[src/rtl/lu_bit_sequencer.sv]
// Bit-serial sequencer around a 1-bit OR/NOR/XOR/XNOR logic unit: feeds operands LSB-first and
// reassembles the result word. Define LU_SEQ_BACK2BACK_EN to accept a new command during DONE.
module lu_bit_sequencer #(
    parameter int unsigned WIDTH = 8,
    localparam int unsigned CNT_W = (WIDTH > 1) ? $clog2(WIDTH) : 1
) (
    input  logic             clk_i,
    input  logic             rst_ni,
    input  logic             cmd_valid_i,
    output logic             cmd_ready_o,
    input  logic [WIDTH-1:0] cmd_a_i,
    input  logic [WIDTH-1:0] cmd_b_i,
    input  logic [1:0]       cmd_op_i,
    output logic             lu_a_o,
    output logic             lu_b_o,
    output logic [1:0]       lu_sel_o,
    input  logic             lu_s_i,
    output logic             rsp_valid_o,
    input  logic             rsp_ready_i,
    output logic [WIDTH-1:0] rsp_data_o,
    output logic             busy_o
);

    typedef enum logic [1:0] {StIdle, StRun, StDone} state_e;

    localparam logic [CNT_W-1:0] LastIdx = CNT_W'(WIDTH - 1);

    state_e           state_q;
    logic [WIDTH-1:0] a_q, b_q, res_q, rsp_data_q;
    logic [1:0]       op_q;
    logic [CNT_W-1:0] idx_q;
    logic [WIDTH-1:0] res_upd;
    logic             load;

    // Result word including the bit arriving from the unit this cycle.
    always_comb begin
        res_upd         = res_q;
        res_upd[idx_q]  = lu_s_i;
    end

    always_comb begin
`ifdef LU_SEQ_BACK2BACK_EN
        cmd_ready_o = (state_q == StIdle) || ((state_q == StDone) && rsp_ready_i);
`else
        cmd_ready_o = (state_q == StIdle);
`endif
    end

    assign load        = cmd_valid_i && cmd_ready_o;
    assign lu_a_o      = (state_q == StRun) ? a_q[idx_q] : 1'b0;
    assign lu_b_o      = (state_q == StRun) ? b_q[idx_q] : 1'b0;
    assign lu_sel_o    = (state_q == StRun) ? op_q : 2'b00;
    assign rsp_valid_o = (state_q == StDone);
    assign rsp_data_o  = rsp_data_q;
    assign busy_o      = (state_q != StIdle);

    always_ff @(posedge clk_i or negedge rst_ni) begin
        if (!rst_ni) begin
            state_q    <= StIdle;
            a_q        <= '0;
            b_q        <= '0;
            op_q       <= 2'b00;
            res_q      <= '0;
            rsp_data_q <= '0;
            idx_q      <= '0;
        end else if (load) begin
            // In DONE this also completes the outstanding response handshake.
            state_q <= StRun;
            a_q     <= cmd_a_i;
            b_q     <= cmd_b_i;
            op_q    <= cmd_op_i;
            res_q   <= '0;
            idx_q   <= '0;
        end else begin
            unique case (state_q)
                StIdle: ;
                StRun: begin
                    res_q <= res_upd;
                    if (idx_q == LastIdx) begin
                        state_q    <= StDone;
                        rsp_data_q <= res_upd;
                    end else begin
                        idx_q <= idx_q + CNT_W'(1);
                    end
                end
                StDone: begin
                    if (rsp_ready_i) begin
                        state_q <= StIdle;
                    end
                end
                default: state_q <= StIdle;
            endcase
        end
    end

endmodule

[config.mk]
export PLATFORM = sky130hd
export DESIGN_NAME = lu_bit_sequencer
export DESIGN_NICKNAME = d
export VERILOG_FILES = /design/src/rtl/lu_bit_sequencer.sv
export SDC_FILE = /design/constraint.sdc
export NUM_CORES = 1
export LEC_CHECK = 0
export BUFFER_PORTS_ARGS = -buffer_cell sky130_fd_sc_hd__buf_4
export CORE_MARGIN = 1.5
export CORE_UTILIZATION = 54
export CTS_BUF_LIST = sky130_fd_sc_hd__clkbuf_8 sky130_fd_sc_hd__clkbuf_16
export CTS_CLUSTER_SIZE = 16
export DETAILED_ROUTE_END_ITERATION = 12
export GPL_ROUTABILITY_DRIVEN = 0
export PLACE_DENSITY = 0.79
export SYNTH_ARGS = -nofsm -noshare
export SYNTH_HDL_FRONTEND = slang
export SYNTH_SLANG_ARGS = --single-unit
[constraint.sdc]
create_clock -name clk_i -period 1.8 [get_ports clk_i]
set_input_delay 0.09 -clock clk_i [delete_from_list [all_inputs] [get_ports clk_i]]
set_output_delay 0.09 -clock clk_i [all_outputs]
set_load 0.01 [all_outputs]
==> results of run 1 <==
## worst register-to-register path, cell delays in order (launching register included)
cell and delay, ps:
dfrtp_1 410, ha_1 210, ha_1 190, nor3b_1 280, nor2_1 140, mux2_2 280
## timing repair
item | in CTS | in global routing
gates resized for setup | 1 | 4
buffers inserted | 0 | 1
endpoints found under the hold margin | 40 | 0
hold buffers | 2 | 0
endpoints found under the setup margin | 1 | 1
pin swaps | 0 | 1
## cell usage after synthesis, types with 2 or more instances
cell / instances
dfrtp_1: 39
mux2_2: 19
o21ai_0: 15
mux2i_1: 14
nand2_1: 10
a22o_1: 8
inv_1: 5
buf_2: 4
nand2b_1: 3
nand3b_1: 3
nor2_1: 3
nor3b_1: 3
nor3b_2: 3
o22ai_1: 3
a21oi_1: 2
a22oi_1: 2
and2_1: 2
buf_4: 2
ha_1: 2
## final timing paths
| path | end | depth (start not counted) | startpoint |
|---|---|---|---|
| max in group asynchronous | idx_q[2] | 2 | rst_ni |
| setup reg to reg | idx_q[0] | 5 | idx_q[0] |
| hold / removal | b_q[6] | 2 | cmd_b_i[6] |
| setup / recovery | lu_a_o | 5 | idx_q[0] |
| min in group asynchronous | state_q[1] | 2 | rst_ni |
| hold reg to reg | rsp_data_o[5] | 2 | rsp_data_o[5] |
## logic make-up (layout without fill, tap and decap cells)
group           Yosys count  count (layout)
flops                    39              39
simple gates             34              34
compound gates           35              35
mux                      33              33
fa+ha+maj                 2               2
buf+inv                  14              60
## power breakdown
| part | total [µW] | internal [µW] | switching [µW] | leakage (µW) |
|---|---|---|---|---|
| Sequential | 1580 | 1300 | 288 | 0.000483 |
| Combinational | 1960 | 1080 | 879 | 0.000559 |
| Clock | 545 | 260 | 285 | 0.0000505 |
| Total | 4090 | 2640 | 1450 | 0.00109 |
## layer usage
metal | global-route usage, % | vias to the layer above | share of wire [%]
met2 | 34.4 | 32 | 52
met5 | 0 | - | 0
met4 | 9.12 | 0 | 1.7
met1 | 22.9 | 651 | 43
met3 | 6.00 | 7 | 3.5
li1 | - | 656 | -
## stage by stage
stage	utilization [%]	area [µm²]	std cells	hold WS [ps]	power, µW
floorplan	-	1870	157	-206	2840
global placement	66.3	2210	238	76.8	3420
detailed placement	66.3	2210	238	84.4	3520
CTS	69.3	2310	248	23.9	4070
global route	70.0	2340	249	23.1	4420
finish	70.0	2340	249	24.3	4090
## state kept, by name (all words and copies together), names as in the netlist
name / cells
b_q: 8
rsp_data_o: 8
a_q: 8
op_q: 2
state_q: 2
res_q: 8
idx_q: 3
## area by class of cell
cell class                      count  area [µm²]
Sequential cell                    39         977
Fill cell                         256        1000
Clock buffer                        5        68.8
Timing Repair Buffer               47         358
Clock inverter                      3        12.5
Inverter                            5        18.8
Multi-Input combinational cell    104         843
Tap cell                           46        57.6
==> key figures, run 1 <==
Synthesis
  – Library cell with the largest summed area after synthesis: dfrtp_1
  – FF+latch count, synth: 39
  – Synthesized area: roughly 0.0019 mm²
  – Fraction of the yosys area taken by sequential cells: 52.1%
  – Synth Net Count: ~180
  – Number of warnings printed during yosys synthesis: 0
  – Primary FF master, synth: dfrtp_1
  – Distinct cell type count after synthesis: 34
  – Asr flop ratio synth: 100%
  – Adder-cell share of the synthesized area: roughly 1.3%
  – Mean instance size in the synthesized netlist: roughly 12 µm²
  – Synth Area in XOR/XNOR: 0%
  – Proportion of synthesized area in mux cells: about a fifth
  – Main area contributors after synthesis: dfrtp_1 52%, mux2_2 11%, mux2i_1 7.5%
  – Number of synthesized flops with an enable pin: 0
  – Area fraction in compound gates after synthesis: between 10% and 20%
  – Synthesized instance count: between 150 and 200
  – Area share of the largest cell type after synthesis: between 50% and 60%
  – Combinational family with the most area after synthesis: multiplexers
  – Simple-gate area share of the yosys netlist: between 10 and 15%

Clocking
  – H-tree lvl count: 2
  – Total CTS buffers: 5
  – Number of buffers on the longest clock path: 2
  – Register clock-pin slew on the reported worst setup and hold paths: approximately 70 ps
  – Clock root buffer: clkbuf_8
  – Clock latency of the later-clocked register in the worst-skew pair: between 200 and 300 ps
  – # clock sinks: 39
  – TritonCTS clock tree: built

Die
  – Number of top-level pins: 38
  – Core Rows: 21
  – Die outline area: about 0.0038 mm²
  – Y dimension of the die: 61.9 µm
  – CORE AREA: roughly 0.0033 mm²
  – Starting utilization of the core area: 56.1%
  – Die W: around 62 µm

Critical path
  – Arrival time of data at the critical path endpoint: ~1600 ps
  – CP max stage cell: dfrtp_1
  – Endpoint kind of the worst setup timing path: output port
  – Worst-case register-to-register setup slack: roughly 200 ps
  – Setup crit start kind: flip-flop
  – Longest individual stage delay on the worst path: roughly 410 ps
  – Worst Path Required: approximately 1700 ps
  – Maximum fanout along the worst path: 8
  – Cell mode on critical path: buf_4
  – Sequence of cells on the critical path: buf_4, and3_2, a22oi_1, a31oi_1, buf_4
  – Type of the worst setup path: reg -> out
  – Critical path buffers and inverters: 2
  – Largest delay contributor family on the critical path: flip-flops

Global route
  – GRT overflow: 0
  – Global-route wire length before repair: 5.42 mm
  – Via count of the first global-routing pass: ~1300
  – Overall fraction of global-route tracks in use: ~20%
  – Pin count of the biggest net entering global routing: 40
  – Initial antenna violation count: 0

Place
  – Count of buffers from port buffering: 37
  – Pre-CTS setup slack: between 150 and 200 ps
  – HPWL reported at the end of detailed placement: roughly 2.6 mm

Pwr
  – Cell area power density: roughly 1800 mW/mm²
  – Standby leakage power: 0.00109 µW
  – Maximum VDD drop: 876 µV

Detailed routing
  – Drt initial violations: 54
  – DRC viols: 0
  – Number of detailed-route iterations in the first pass: 4
  – Post-Route WL: ~3.5 mm
  – Count of nets left with antenna violations after detail routing: 0
  – Avg Vias per Cell: between 5 and 6
  – Vias after detailed routing: approximately 1300
  – Routed wire length per instance: 14.2 µm

STA
  – Post-layout worst setup margin: 95.4 ps
  – Rel. slew slack: between 60% and 70%
  – Final Hold Viols: 0
  – RSZ-0062 raised after global routing: false
  – Share of the clock period used by the worst path after layout: 94.7%
  – Number of failing setup endpoints in the final timing report: 0
  – Min Tclk post-route: approximately 1700 ps
  – Maximum clock rate: 587 MHz
  – Number of max-slew violations in the final report: 0
  – Final Skew: between 7 and 8 ps
  – Pin slew with the least headroom to its limit: between 500 and 600 ps
  – Post-route setup TNS: 0 ps

Cells and area
  – Nets: ~230
  – Layout cells sized above 1: between 30% and 40%
  – Commonest non-fill, non-tap cells in the layout: 45 x buf_4, 38 x dfrtp_1, 19 x mux2_2
  – Number of diodes added for antenna fixing: 0
  – Commonest non-fill, non-tap cell in the layout: buf_4
  – Synthesis-to-finish area growth: 24.7%

Run status
  – Run status: finished, final reports clean

Worst hold path
  – Min-Delay Path Class: in -> reg

Run
  – # Max-Cap Violations: 0
No activity file was read; power rests on OpenSTA's default activity.
==> run 2: changes to the inputs <==
==> config.mk (replaced) <==
export PLATFORM = sky130hd
export DESIGN_NAME = lu_bit_sequencer
export DESIGN_NICKNAME = d
export VERILOG_FILES = /design/src/rtl/lu_bit_sequencer.sv
export SDC_FILE = /design/constraint.sdc
export NUM_CORES = 1
export LEC_CHECK = 0
export ABC_AREA = 1
export BUFFER_PORTS_ARGS = -buffer_cell sky130_fd_sc_hd__buf_4
export CORE_MARGIN = 1.5
export CORE_UTILIZATION = 53
export CTS_BUF_LIST = sky130_fd_sc_hd__clkbuf_8 sky130_fd_sc_hd__clkbuf_16
export CTS_CLUSTER_SIZE = 28
export DETAILED_ROUTE_END_ITERATION = 12
export GPL_ROUTABILITY_DRIVEN = 0
export PLACE_DENSITY = 0.78
export SKIP_LAST_GASP = 1
export SYNTH_ARGS = -nofsm -noshare
export SYNTH_HDL_FRONTEND = slang
export SYNTH_SLANG_ARGS = --single-unit
==> run 2 against run 1 <==
  * Critical path depth grew 2
  * Register-to-register slack gained 60 ps
  * Clock skew shrank 5.5 ps
  * Die area shrank 3.1%
  * Worst setup slack lost 6.5 ps
  * Critical path type unchanged
==> key figures, run 2 <==
Clocking
  – Register clock-pin slew on the reported worst setup and hold paths: 70 ps (about the same)
  – TritonCTS clock tree: built
  – # clock sinks: 39 (unchanged)
  – H-tree lvl count: 2 (unchanged)
  – Clock latency of the later-clocked register in the worst-skew pair: 290 ps (about the same)
  – Number of buffers on the longest clock path: 2 (unchanged)
  – Clock root buffer: clkbuf_8
  – Total CTS buffers: 5 (unchanged)

Die
  – Starting utilization of the core area: 56.9% (+0.75 points)
  – Die W: 60.9 µm (-1.5%)
  – Core Rows: 20 (-4.8%)
  – Number of top-level pins: 38 (unchanged)
  – Die outline area: 0.00371 mm² (-3.1%)
  – Y dimension of the die: 60.9 µm (-1.5%)
  – CORE AREA: 0.00313 mm² (-6.3%)

Critical path
  – CP max stage cell: dfrtp_1
  – Sequence of cells on the critical path: buf_4, nor2_1, nand3_1, nand2_1, nor2_1, a21oi_1, buf_4
  – Capture point of the worst reg-to-reg path: idx_q[2]
  – Setup crit start kind: flip-flop
  – Startpoint of the most critical register-to-register path: idx_q[0]
  – Endpoint kind of the worst setup timing path: output port
  – Longest individual stage delay on the worst path: 380 ps (-30 ps)
  – Worst-case register-to-register setup slack: 260 ps (+60 ps)
  – Count of cells along the worst register-to-register path: 6 (+1)
  – Largest delay contributor family on the critical path: simple AND/OR/NAND/NOR gates
  – Type of the worst setup path: reg -> out
  – Arrival time of data at the critical path endpoint: 1620 ps (about the same)
  – Critical path buffers and inverters: 2 (unchanged)
  – Worst Path Required: 1710 ps (about the same)
  – Maximum fanout along the worst path: 12 (+4)

STA
  – Final Skew: 2.32 ps (-5.53 ps)
  – Pin slew with the least headroom to its limit: 475 ps (-31.8 ps)
  – Number of max-slew violations in the final report: 0 (unchanged)
  – Final Hold Viols: 0 (unchanged)
  – Min Tclk post-route: 1710 ps (+6.47 ps)
  – Minimum hold slack: 28.7 ps (+4.45 ps)
  – RSZ-0062 raised after global routing: true
  – Rel. slew slack: 68.3% (+2.2 points)
  – Post-route setup TNS: 0 ps (unchanged)
  – Maximum clock rate: 584 MHz (-0.38%)
  – Post-layout worst setup margin: 89.0 ps (-6.47 ps)
  – Share of the clock period used by the worst path after layout: 95.1% (+0.36 points)
  – Number of failing setup endpoints in the final timing report: 0 (unchanged)

Synthesis
  – Number of synthesized flops with an enable pin: 0 (unchanged)
  – Synthesized instance count: 192 (+22%)
  – Synth top cells by count: 46 x nand2_1, 39 x dfrtp_1, 19 x o21ai_0
  – Primary FF master, synth: dfrtp_1
  – Asr flop ratio synth: 100% (unchanged)
  – Number of warnings printed during yosys synthesis: 0 (unchanged)
  – Area share of the largest cell type after synthesis: 54.9% (+2.7 points)
  – Synthesized area: 0.00178 mm² (-5.0%)
  – Mean instance size in the synthesized netlist: 9.27 µm² (-22%)
  – Synth Net Count: 217 (+19%)
  – Fraction of the yosys area taken by sequential cells: 54.9% (+2.7 points)
  – FF+latch count, synth: 39 (unchanged)
  – Library cell with the largest summed area after synthesis: dfrtp_1
  – Distinct cell type count after synthesis: 19 (-44%)
  – Top-count cell post-synth: nand2_1
  – Main area contributors after synthesis: dfrtp_1 55%, nand2_1 9.7%, mux2_2 8.2%

Cells and area
  – Layout cells sized above 1: 28.8% (-11 points)
  – Filler Cells Inserted: 243 (-5.1%)
  – Synthesis-to-finish area growth: 24.5%
  – Commonest non-fill, non-tap cells in the layout: 46 x nand2_1, 41 x buf_4, 37 x dfrtp_1
  – Commonest non-fill, non-tap cell in the layout: nand2_1
  – Nets: 260 (+15%)
  – Number of diodes added for antenna fixing: 0 (unchanged)

Global route
  – Initial antenna violation count: 0 (unchanged)
  – Overall fraction of global-route tracks in use: 21.8% (+1.8 points)
  – Via count of the first global-routing pass: 1388 (+11%)
  – Global-route wire length before repair: 5.90 mm (+8.9%)
  – Pin count of the biggest net entering global routing: 40 (unchanged)
  – GRT overflow: 0 (unchanged)

Worst hold path
  – Min-Delay Path Class: in -> reg
  – Worst min-delay path endpoint: a_q[7]
  – Startpoint of the most critical hold path: cmd_a_i[7]
  – Worst Hold Depth: 2 (unchanged)

Detailed routing
  – Number of detailed-route iterations in the first pass: 5 (+1)
  – Routed wire length per instance: 13.1 µm (-8.3%)
  – Drt initial violations: 47 (-13%)
  – Avg Vias per Cell: 5.35 (-0.96%)
  – DRC viols: 0 (unchanged)
  – Post-Route WL: 3.66 mm (+3.1%)
  – Vias after detailed routing: 1499 (+11%)
  – Count of nets left with antenna violations after detail routing: 0 (unchanged)

Pwr
  – Maximum VDD drop: 1010 µV (+16%)
  – Standby leakage power: 0.00113 µW (+3.4%)
  – Cell area power density: 1790 mW/mm² (+2.2%)

Place
  – Count of buffers from port buffering: 37 (unchanged)
  – HPWL reported at the end of detailed placement: 2.60 mm (+0.89%)
  – Pre-CTS setup slack: 223 ps (+68.3 ps)

Run status
  – Run status: finished, final reports clean

Run
  – # Max-Cap Violations: 0 (unchanged)
==> run 2: cell count changes in the layout (fill, tap and decap cells not counted), moves of 4 or more <==
cell,previous run,this run
a21oi_1,2,7
a22o_1,8,0
buf_4,45,41
inv_1,7,19
mux2_2,19,13
mux2i_1,14,0
nand2_1,10,46
nand3_1,0,10
nor2_1,3,13
o21ai_0,15,19
o22ai_1,3,8
==> run 2: metal layers <==
metal	vias up	global-route usage [%]	routed length, µm
met5	-	0	0
met4	0	8.39	40
met3	5	7.46	183
met2	48	37.2	1880
met1	725	25.2	1550
li1	721	-	-
==> run 2: cells by family after synthesis <==
logic type      Yosys count  share of synthesized area, %
simple gates             78                          18.9
compound gates           35                          10.5
buf+inv                  25                          6.05
fa+ha+maj                 2                          1.41
flops                    39                          54.9
mux                      13                          8.23
==> run 2: metrics by stage <==
step	instances	total power (µW)	instance area (µm²)	util (%)
2_1_floorplan	192	2720	1780	-
3_3_place_gp	269	3270	2090	67.0
3_5_place_dp	269	3380	2090	67.0
4_1_cts	279	3950	2200	70.3
5_1_grt	280	4300	2210	70.8
6_report	280	3960	2210	70.8
==> run 2: timing repair <==
item                                   CTS  global route
pin swaps                                0             0
hold buffers                             2             0
buffers inserted                         0             1
endpoints found under the hold margin   40             0
setup endpoints to repair                1            10
gates resized for setup                  1             3
==> run 2: area by class of cell <==
type / count / area (µm²) / share of cell area, %
multi-input combinational: 128 / 701 / 31.6
inverter: 18 / 71.3 / 3.22
timing repair buffer: 43 / 328 / 14.8
sequential: 39 / 978 / 44.2
tap: 44 / 55.1 / 2.49
clock buffer: 5 / 68.8 / 3.11
clock inverter: 3 / 12.5 / 0.565
==> run 2: worst max path at each step <==
stage / from / endpoint / slack (ps) / depth (start not counted)
6_report: idx_q[1] / lu_b_o / 90 / 7
5_1_grt: idx_q[2] / lu_b_o / -30 / 7
4_1_cts: idx_q[0] / lu_b_o / 10 / 6
3_5_place_dp: idx_q[0] / rsp_data_o[1] / 220 / 5
3_3_place_gp: idx_q[0] / lu_b_o / 280 / 6
2_1_floorplan: idx_q[0] / rsp_data_o[7] / 440 / 5
==> run 2: report_power, final <==
group          internal, µW  leakage [µW]  switching (µW)  total [µW]
clock                   260     0.0000505             281         541
sequential             1300      0.000465             239        1540
combinational           830      0.000614            1050        1880
==> run 3: changes to the inputs <==
==> constraint.sdc (replaced) <==
create_clock -name clk_i -period 1.8 [get_ports clk_i]
set_input_delay 0.18 -clock clk_i [delete_from_list [all_inputs] [get_ports clk_i]]
set_output_delay 0.18 -clock clk_i [all_outputs]
set_load 0.01 [all_outputs]
==> run 3 against run 2 <==
  * Maximum frequency up 0.11%
  * Final cell count is 0.71% higher
  * First-iteration DRC count increased by 100%
  * Total power rose by 5.4%
  * Clock power is 36% higher
  * Sequential share of layout area is 0.80 points lower
  * Non-clock buffer count increased by 2
  * Worst setup slack gained 2.0 ps
  * Register-to-register slack lost 60 ps
  * Sequential cell count unchanged
  * Critical endpoint unchanged
==> key figures, run 3 (synthesized netlist as in run 2, its figures left out) <==
Run status
  – Run status: finished, final reports clean

STA
  – Post-route setup TNS: 0 ps (unchanged)
  – Rel. slew slack: 68.7% (+0.34 points)
  – Share of the clock period used by the worst path after layout: 94.9% (-0.11 points)
  – Min Tclk post-route: 1710 ps (-1.95 ps)
  – Number of failing setup endpoints in the final timing report: 0 (unchanged)
  – Final Skew: 12.3 ps (+9.98 ps)
  – Pin slew with the least headroom to its limit: 470 ps (-5.05 ps)
  – Final Hold Viols: 0 (unchanged)
  – Maximum clock rate: 585 MHz (+0.11%)
  – Post-layout worst setup margin: 90.9 ps (+1.95 ps)
  – Number of max-slew violations in the final report: 0 (unchanged)
  – RSZ-0062 raised after global routing: true

Clocking
  – Clock latency of the later-clocked register in the worst-skew pair: 290 ps (about the same)
  – H-tree lvl count: 2 (unchanged)
  – Clock root buffer: clkbuf_8
  – # clock sinks: 39 (unchanged)
  – Number of buffers on the longest clock path: 2 (unchanged)
  – Total CTS buffers: 5 (unchanged)
  – Register clock-pin slew on the reported worst setup and hold paths: 80 ps (about the same)
  – TritonCTS clock tree: built

Detailed routing
  – Routed length on met2: 1.83 mm (-2.5%)
  – Drt initial violations: 95 (+100%)
  – DRC viols: 0 (unchanged)
  – Post-Route WL: 3.64 mm (-0.44%)
  – Number of detailed-route iterations in the first pass: 4 (-1)
  – DR WL met3: 150 µm (-18%)
  – Avg Vias per Cell: 5.24 (-2.1%)
  – Wire length on met1: 1.63 mm (+4.8%)
  – Highest metal used: met4
  – Routed wire length per instance: 12.9 µm (-1.1%)
  – Count of nets left with antenna violations after detail routing: 0 (unchanged)
  – Vias after detailed routing: 1478 (-1.4%)

Cells and area
  – Commonest non-fill, non-tap cells in the layout: 46 x nand2_1, 43 x buf_4, 36 x dfrtp_1
  – Number of diodes added for antenna fixing: 0 (unchanged)
  – Nets: 262 (+0.77%)
  – Layout cells sized above 1: 31.1% (+2.3 points)
  – Synthesis-to-finish area growth: 26.9%
  – Commonest non-fill, non-tap cell in the layout: nand2_1

Die
  – Y dimension of the die: 60.9 µm (unchanged)
  – Die outline area: 0.00371 mm² (unchanged)
  – CORE AREA: 0.00313 mm² (unchanged)
  – Core Rows: 20 (unchanged)
  – Number of top-level pins: 38 (unchanged)
  – Starting utilization of the core area: 56.9% (unchanged)
  – Die W: 60.9 µm (unchanged)

Critical path
  – Capture point of the worst reg-to-reg path: idx_q[2]
  – Maximum fanout along the worst path: 6 (-6)
  – Arrival time of data at the critical path endpoint: 1530 ps (-90 ps)
  – Endpoint kind of the worst setup timing path: output port
  – Setup crit start kind: flip-flop
  – Startpoint of the most critical register-to-register path: idx_q[0]
  – Type of the worst setup path: reg -> out
  – Count of cells along the worst register-to-register path: 7 (+1)
  – Worst-case register-to-register setup slack: 200 ps (-60 ps)
  – Worst Path Required: 1620 ps (-90 ps)

Global route
  – Initial antenna violation count: 0 (unchanged)
  – Overall fraction of global-route tracks in use: 21.7% (-0.043 points)
  – Via count of the first global-routing pass: 1378 (-0.72%)
  – Pin count of the biggest net entering global routing: 40 (unchanged)
  – GRT overflow: 0 (unchanged)
  – Global-route wire length before repair: 5.94 mm (+0.70%)

Pwr
  – Cell area power density: 1850 mW/mm² (+3.4%)
  – Standby leakage power: 0.00115 µW (+2.0%)
  – Maximum VDD drop: 1190 µV (+18%)

Worst hold path
  – Worst Hold Depth: 2 (unchanged)
  – Worst min-delay path endpoint: state_q[1]
  – Startpoint of the most critical hold path: rsp_ready_i
  – Min-Delay Path Class: in -> reg

Run
  – # Max-Cap Violations: 0 (unchanged)

Place
  – Pre-CTS setup slack: 243 ps (+20.0 ps)
  – HPWL reported at the end of detailed placement: 2.53 mm (-2.9%)
  – Count of buffers from port buffering: 37 (unchanged)
## run 3: worst max path at each step
stage / from / to / slack [ps] / depth (start not counted)
2_1_floorplan: idx_q[0] / rsp_data_o[7] / 440 / 5
3_3_place_gp: idx_q[0] / lu_b_o / 310 / 6
3_5_place_dp: idx_q[0] / lu_b_o / 240 / 6
4_1_cts: idx_q[0] / lu_a_o / 7 / 8
5_1_grt: idx_q[2] / lu_b_o / -30 / 6
6_report: idx_q[2] / lu_b_o / 90 / 6
## run 3: timing repair
action,CTS,global route
cloned,0,0
hold buffers,1,0
endpoints found under the hold margin,39,0
buffers inserted,0,4
resized for setup,2,4
endpoints found under the setup margin,2,2
pin swaps,0,0
## run 3: per-layer routing
| metal | vias up | global-route usage (%) |
|---|---|---|
| li1 | 723 | - |
| met1 | 701 | 28.6 |
| met2 | 49 | 36.6 |
| met3 | 5 | 4.48 |
| met4 | 0 | 6.21 |
| met5 | - | 0 |
## run 3: worst max-delay path, cell delays in order (launching register included)
cell     delay, ps
dfrtp_2        460
inv_1          170
nand3_1        130
nor2_1         110
nor2_1          60
a21oi_1        160
buf_4          140
## run 3: report_power, final
part | switching [µW] | total, µW | internal [µW]
Sequential | 273 | 1580 | 1310
Combinational | 1010 | 1860 | 848
Clock | 290 | 738 | 448
Total | 1580 | 4180 | 2600
## run 3: stage by stage
stage | cell area, µm² | hold WS, ps | cells | utilization [%] | total power [µW]
2_1_floorplan | 1780 | -116 | 192 | - | 2720
3_3_place_gp | 2090 | 164 | 269 | 67.0 | 3250
3_5_place_dp | 2090 | 167 | 269 | 67.0 | 3350
4_1_cts | 2220 | 65.5 | 278 | 71.1 | 4100
5_1_grt | 2260 | 60.1 | 282 | 72.2 | 4520
6_report | 2260 | 62.5 | 282 | 72.2 | 4180
## run 3: area by class of cell
type                            count  area (µm²)
Sequential cell                    39         980
Fill cell                         237         870
Multi-Input combinational cell    128         698
Timing Repair Buffer               45         338
Clock buffer                        6        82.6
Inverter                           18        70.1
Tap cell                           44        55.1
Clock inverter                      2        35.0
